$ cat src/rtl/robs_mult_seq.sv
// Sequential Robertson's multiplier, one add/shift step per clock.
// Signed or unsigned operands selected per operation; 2*WIDTH-bit exact product.
module robs_mult_seq #(
    parameter int WIDTH = 8
) (
    input  logic               clk,
    input  logic               reset,
    input  logic               start,
    input  logic               signed_mode,
    input  logic [WIDTH-1:0]   multiplier,
    input  logic [WIDTH-1:0]   multiplicand,
    output logic               busy,
    output logic               done,
    output logic [2*WIDTH-1:0] product
);

    localparam int CW = (WIDTH > 1) ? $clog2(WIDTH) : 1;

    typedef enum logic [1:0] {IDLE, RUN, DONE} state_t;

    state_t             state_q, state_d;
    logic [WIDTH-1:0]   a_q, a_d;
    logic [WIDTH-1:0]   x_q, x_d;
    logic [WIDTH-1:0]   y_q, y_d;
    logic               mode_q, mode_d;
    logic [CW-1:0]      cnt_q, cnt_d;
    logic               busy_q, busy_d;
    logic               done_q, done_d;
    logic [2*WIDTH-1:0] prod_q, prod_d;

    logic               last;
    logic [WIDTH:0]     ext_a;
    logic [WIDTH:0]     ext_y;
    logic [WIDTH:0]     addend;
    logic [WIDTH:0]     sum;

    // Final signed step subtracts Y: the multiplier MSB carries weight -2^(W-1).
    always_comb begin
        last   = (cnt_q == CW'(WIDTH - 1));
        ext_a  = {mode_q & a_q[WIDTH-1], a_q};
        ext_y  = {mode_q & y_q[WIDTH-1], y_q};
        addend = '0;
        if (x_q[0]) begin
            addend = (mode_q && last) ? -ext_y : ext_y;
        end
        sum = ext_a + addend;
    end

    always_comb begin
        state_d = state_q;
        a_d     = a_q;
        x_d     = x_q;
        y_d     = y_q;
        mode_d  = mode_q;
        cnt_d   = cnt_q;
        busy_d  = busy_q;
        done_d  = 1'b0;
        prod_d  = prod_q;
        unique case (state_q)
            IDLE, DONE: begin
                state_d = IDLE;
                busy_d  = 1'b0;
                if (start) begin
                    state_d = RUN;
                    busy_d  = 1'b1;
                    a_d     = '0;
                    x_d     = multiplier;
                    y_d     = multiplicand;
                    mode_d  = signed_mode;
                    cnt_d   = '0;
                end
            end
            RUN: begin
                a_d   = sum[WIDTH:1];
                x_d   = {sum[0], x_q[WIDTH-1:1]};
                cnt_d = cnt_q + CW'(1);
                if (last) begin
                    prod_d  = {sum[WIDTH:1], sum[0], x_q[WIDTH-1:1]};
                    state_d = DONE;
                    busy_d  = 1'b0;
                    done_d  = 1'b1;
                    cnt_d   = '0;
                end
            end
            default: begin
                state_d = IDLE;
                busy_d  = 1'b0;
            end
        endcase
    end

    always_ff @(posedge clk or posedge reset) begin
        if (reset) begin
            state_q <= IDLE;
            a_q     <= '0;
            x_q     <= '0;
            y_q     <= '0;
            mode_q  <= 1'b0;
            cnt_q   <= '0;
            busy_q  <= 1'b0;
            done_q  <= 1'b0;
            prod_q  <= '0;
        end else begin
            state_q <= state_d;
            a_q     <= a_d;
            x_q     <= x_d;
            y_q     <= y_d;
            mode_q  <= mode_d;
            cnt_q   <= cnt_d;
            busy_q  <= busy_d;
            done_q  <= done_d;
            prod_q  <= prod_d;
        end
    end

    assign busy    = busy_q;
    assign done    = done_q;
    assign product = prod_q;

endmodule

$ cat config.mk
export PLATFORM = sky130hd
export DESIGN_NAME = robs_mult_seq
export DESIGN_NICKNAME = d
export VERILOG_FILES = /design/src/rtl/robs_mult_seq.sv
export SDC_FILE = /design/constraint.sdc
export NUM_CORES = 1
export LEC_CHECK = 0
export CORE_UTILIZATION = 54
export DETAILED_ROUTE_END_ITERATION = 12
export PLACE_DENSITY = 0.81
export SETUP_SLACK_MARGIN = 0.15
export SYNTH_ARGS = -nofsm -noshare
export SYNTH_HDL_FRONTEND = slang
export SYNTH_SLANG_ARGS = --single-unit
$ cat constraint.sdc
create_clock -name clk -period 4.3 [get_ports clk]
set_input_delay 0.43 -clock clk [delete_from_list [all_inputs] [get_ports clk]]
set_output_delay 0.43 -clock clk [all_outputs]
set_load 0.02 [all_outputs]
==> qor.yml <==
outcome: "finished clean"
irDropWorstVdd_mv: 0.452
pwr-share-comb_pct: 53.8
synthMuxAreaShare_pct: 6.56
rsz0062_at_grt: "no"
antenna_found_initial: 0
fin_crit_ns: 3.26
final_antenna_net_count: 0
grt_pass1_wl_mm: 8.75
hold_viol_final: 0
layout.cells.non_filler: 350
fp-row-count: 24
power_frac_clock_pct: 13.2
hold_buffers: 0
synth_top_area_share_pct: 47.4
fin_tns_setup_ns: 0
arrival_ns: 3.46
die_height_um: 69.8
drt_iter0_drc: 142
syn_to_final_growth_pct: 21.5
fillers: 343
ios: 38
synth_seq_cells: 47
p_sw_mw: 1.02
fin_skew_ns: 0.0102
grt-ovfl-total: 0
drc: 0
worstMarginPinSlew_ns: 0.974
p_seq_share_pct: 33.0
die-width_um: 69.8
synth_compound_area_share_pct: 15.5
internal_power_mw: 1.46
dp_hpwl_mm: 3.52
critPathCaptureType: "flop"
cts_repair_resize_count: 0
clock_latency_ns: 0.30
grt_pass1_vias: 1894
drt-vias-per-instance: 5.71
clockBufferDepth: 2
track_usage_pct: 22.6
root_buffer: "clkbuf_8"
synthSimpleGateAreaFrac_pct: 18.9
grt_max_degree: 48
gp_congestion: 0.832
path_clk_slew_ns: 0.09
finalMaxSlewViolations: 0
synth.distinct_cells: 44
leakage_nw: 1.39
synth.avg_cell_area_um2: 9.54
dp.cells: 342
min_path_type: "flop to flop"
vias: 2000
worstSetupPathType: "flop to flop"
critical_path.max_fanout: 11
max_freq_ghz: 0.307
syn_inst: 260
final-setup-viol-count: 0
dieArea_um2: 4870
hold_ws_ns: 0.481
first_pass_iters: 4
fp.coreArea_um2: 4380
syn-cell-area_um2: 2480
yosys_warnings: 0
htreeDepth: 2
fin_nets: 329
synth_top_family_by_area: "simple AND/OR/NAND/NOR gates"
synth_xor_area_share_pct: 2.12
syn_nets: 292
final_util_pct: 68.7
required_ns: 4.50
wl_per_cell_um: 14.2
switching_share_pct: 41.0
finalCritPeriodShare_pct: 75.8
synth_area_leaders: "dfrtp_1 47%, nand2_1 7.4%, ha_1 5.5%"
clkSinkCount: 47
cellPowerDensity_nw_per_um2: 822
drive_gt1_share_pct: 9.40
numCtsBuffers: 5
slew_headroom_pct: 35.0
post_cts_buffers: 0
yosysTopAreaCell: "dfrtp_1"
critical_path.startpoint_type: "flop"
initial_core_util_pct: 56.6
antennaDiodeCount: 0
routed_wl_mm: 4.98
yosysSeqAreaShare_pct: 47.4
drv_cap: 0
synth-adder-area-share_pct: 6.36
cts_tree: "done"
io_buffers: 37
[state kept, by name, summed over array words and instances, names as in the netlist]
name and flops:
x_q 8, state_q 2, y_q 8, product 16, mode_q 1, done 1
a_q 8, cnt_q 3
[area by class of cell]
class	count	area, µm²	area share, %
multi-input combinational	192	1220	40.7
sequential	47	1180	39.0
timing repair buffer	40	393	13.0
clock buffer	5	68.8	2.28
tap	52	65.1	2.16
clock inverter	3	43.8	1.45
inverter	11	41.3	1.37
[through the flow]
step                      total power, mW  cell area, µm²  worst slack, ns
after detailed placement             2.15            2900             1.05
final                                2.48            3010             1.04
after global routing                 2.68            3010            0.819
after floorplan                      1.74            2480             1.22
after global placement               2.12            2900             1.12
after CTS                            2.49            3010             1.04
[cell families (layout without fill, tap and decap cells)]
group,count (synthesis),count (layout)
buffers and inverters,21,59
muxes,15,15
DFF,47,47
and+or+nand+nor,103,103
adders and majority gates,12,12
xor gates and xnor gates,6,6
AOI/OAI and AO/OA,56,56
[final timing paths]
check | slack, ns | startpoint | cells past startpoint | to
setup / recovery | 1.04 | cnt_q[0] | 11 | a_q[5]
hold / removal | 0.48 | product[10] | 2 | product[10]
setup reg to reg | 1.04 | cnt_q[0] | 11 | a_q[5]
hold reg to reg | 0.48 | product[10] | 2 | product[10]
max in group asynchronous | 3.02 | reset | 2 | y_q[4]
min in group asynchronous | 0.66 | reset | 2 | y_q[2]
[cell usage after synthesis (all sizes together)]
master	n
nand2	49
dfrtp	47
nor2	23
o21ai	18
ha	11
inv	10
mux2	10
clkbuf	9
a21oi	5
and2	5
mux2i	5
nand2b	5
or3	5
a21boi	4
a31oi	4
nor2b	4
o22ai	4
xor2	4
a22o	3
nand3	3
nor3	3
o21a	3
a21o	2
a32o	2
and3	2
o31a	2
xnor2	2
a2111oi	1
a211o	1
a221o	1
a221oi	1
a311o	1
a31o	1
buf	1
clkinv	1
fa	1
nor4	1
o311a	1
o311ai	1
o31ai	1
or2	1
or4	1
or4b	1
[cell usage in the layout, fill, tap and decap left out, types with 2 or more instances in the layout]
cell,count
a31oi_1,4
nor3_1,3
buf_4,3
inv_1,9
nor2_1,23
clkdlybuf4s50_1,37
a21boi_0,4
o21a_1,3
dfrtp_1,47
o21ai_0,18
a21o_1,2
clkbuf_8,5
a32o_1,2
nand2b_1,5
nand2_1,49
o22ai_1,4
nand3_1,3
xnor2_1,2
or3_1,4
o31a_1,2
and2_1,5
ha_1,11
nor2b_1,4
mux2i_1,5
mux2_2,10
a22o_1,3
xor2_1,4
a21oi_1,5
and3_1,2
[power by group through the flow]
stage                     registers, mW  logic, mW  clock network, mW
after floorplan                   0.887      0.857                  0
after global placement            0.819       1.30                  0
after detailed placement          0.824       1.32                  0
after CTS                         0.820       1.34              0.332
after global routing              0.850       1.49              0.350
final                             0.817       1.33              0.327
[worst max-delay path: stages, from the launching register on]
cell and delay (ns):
dfrtp_1 0.39, ha_1 0.16, ha_1 0.25, nand2_1 0.22, or3_2 0.45, a21boi_0 0.19
ha_1 0.30, nor2b_1 0.16, o31a_1 0.27, o21a_1 0.18, or3_1 0.33, a32o_1 0.26
[layer usage]
metal,GRT usage (%),vias to the layer above,share of wire [%]
met5,0,-,0
met4,7.11,0,1.9
met3,4.80,14,3.9
met2,34.9,48,46
met1,32.0,957,48
li1,-,981,-
Note: power is estimated with default switching activity, not from simulation.
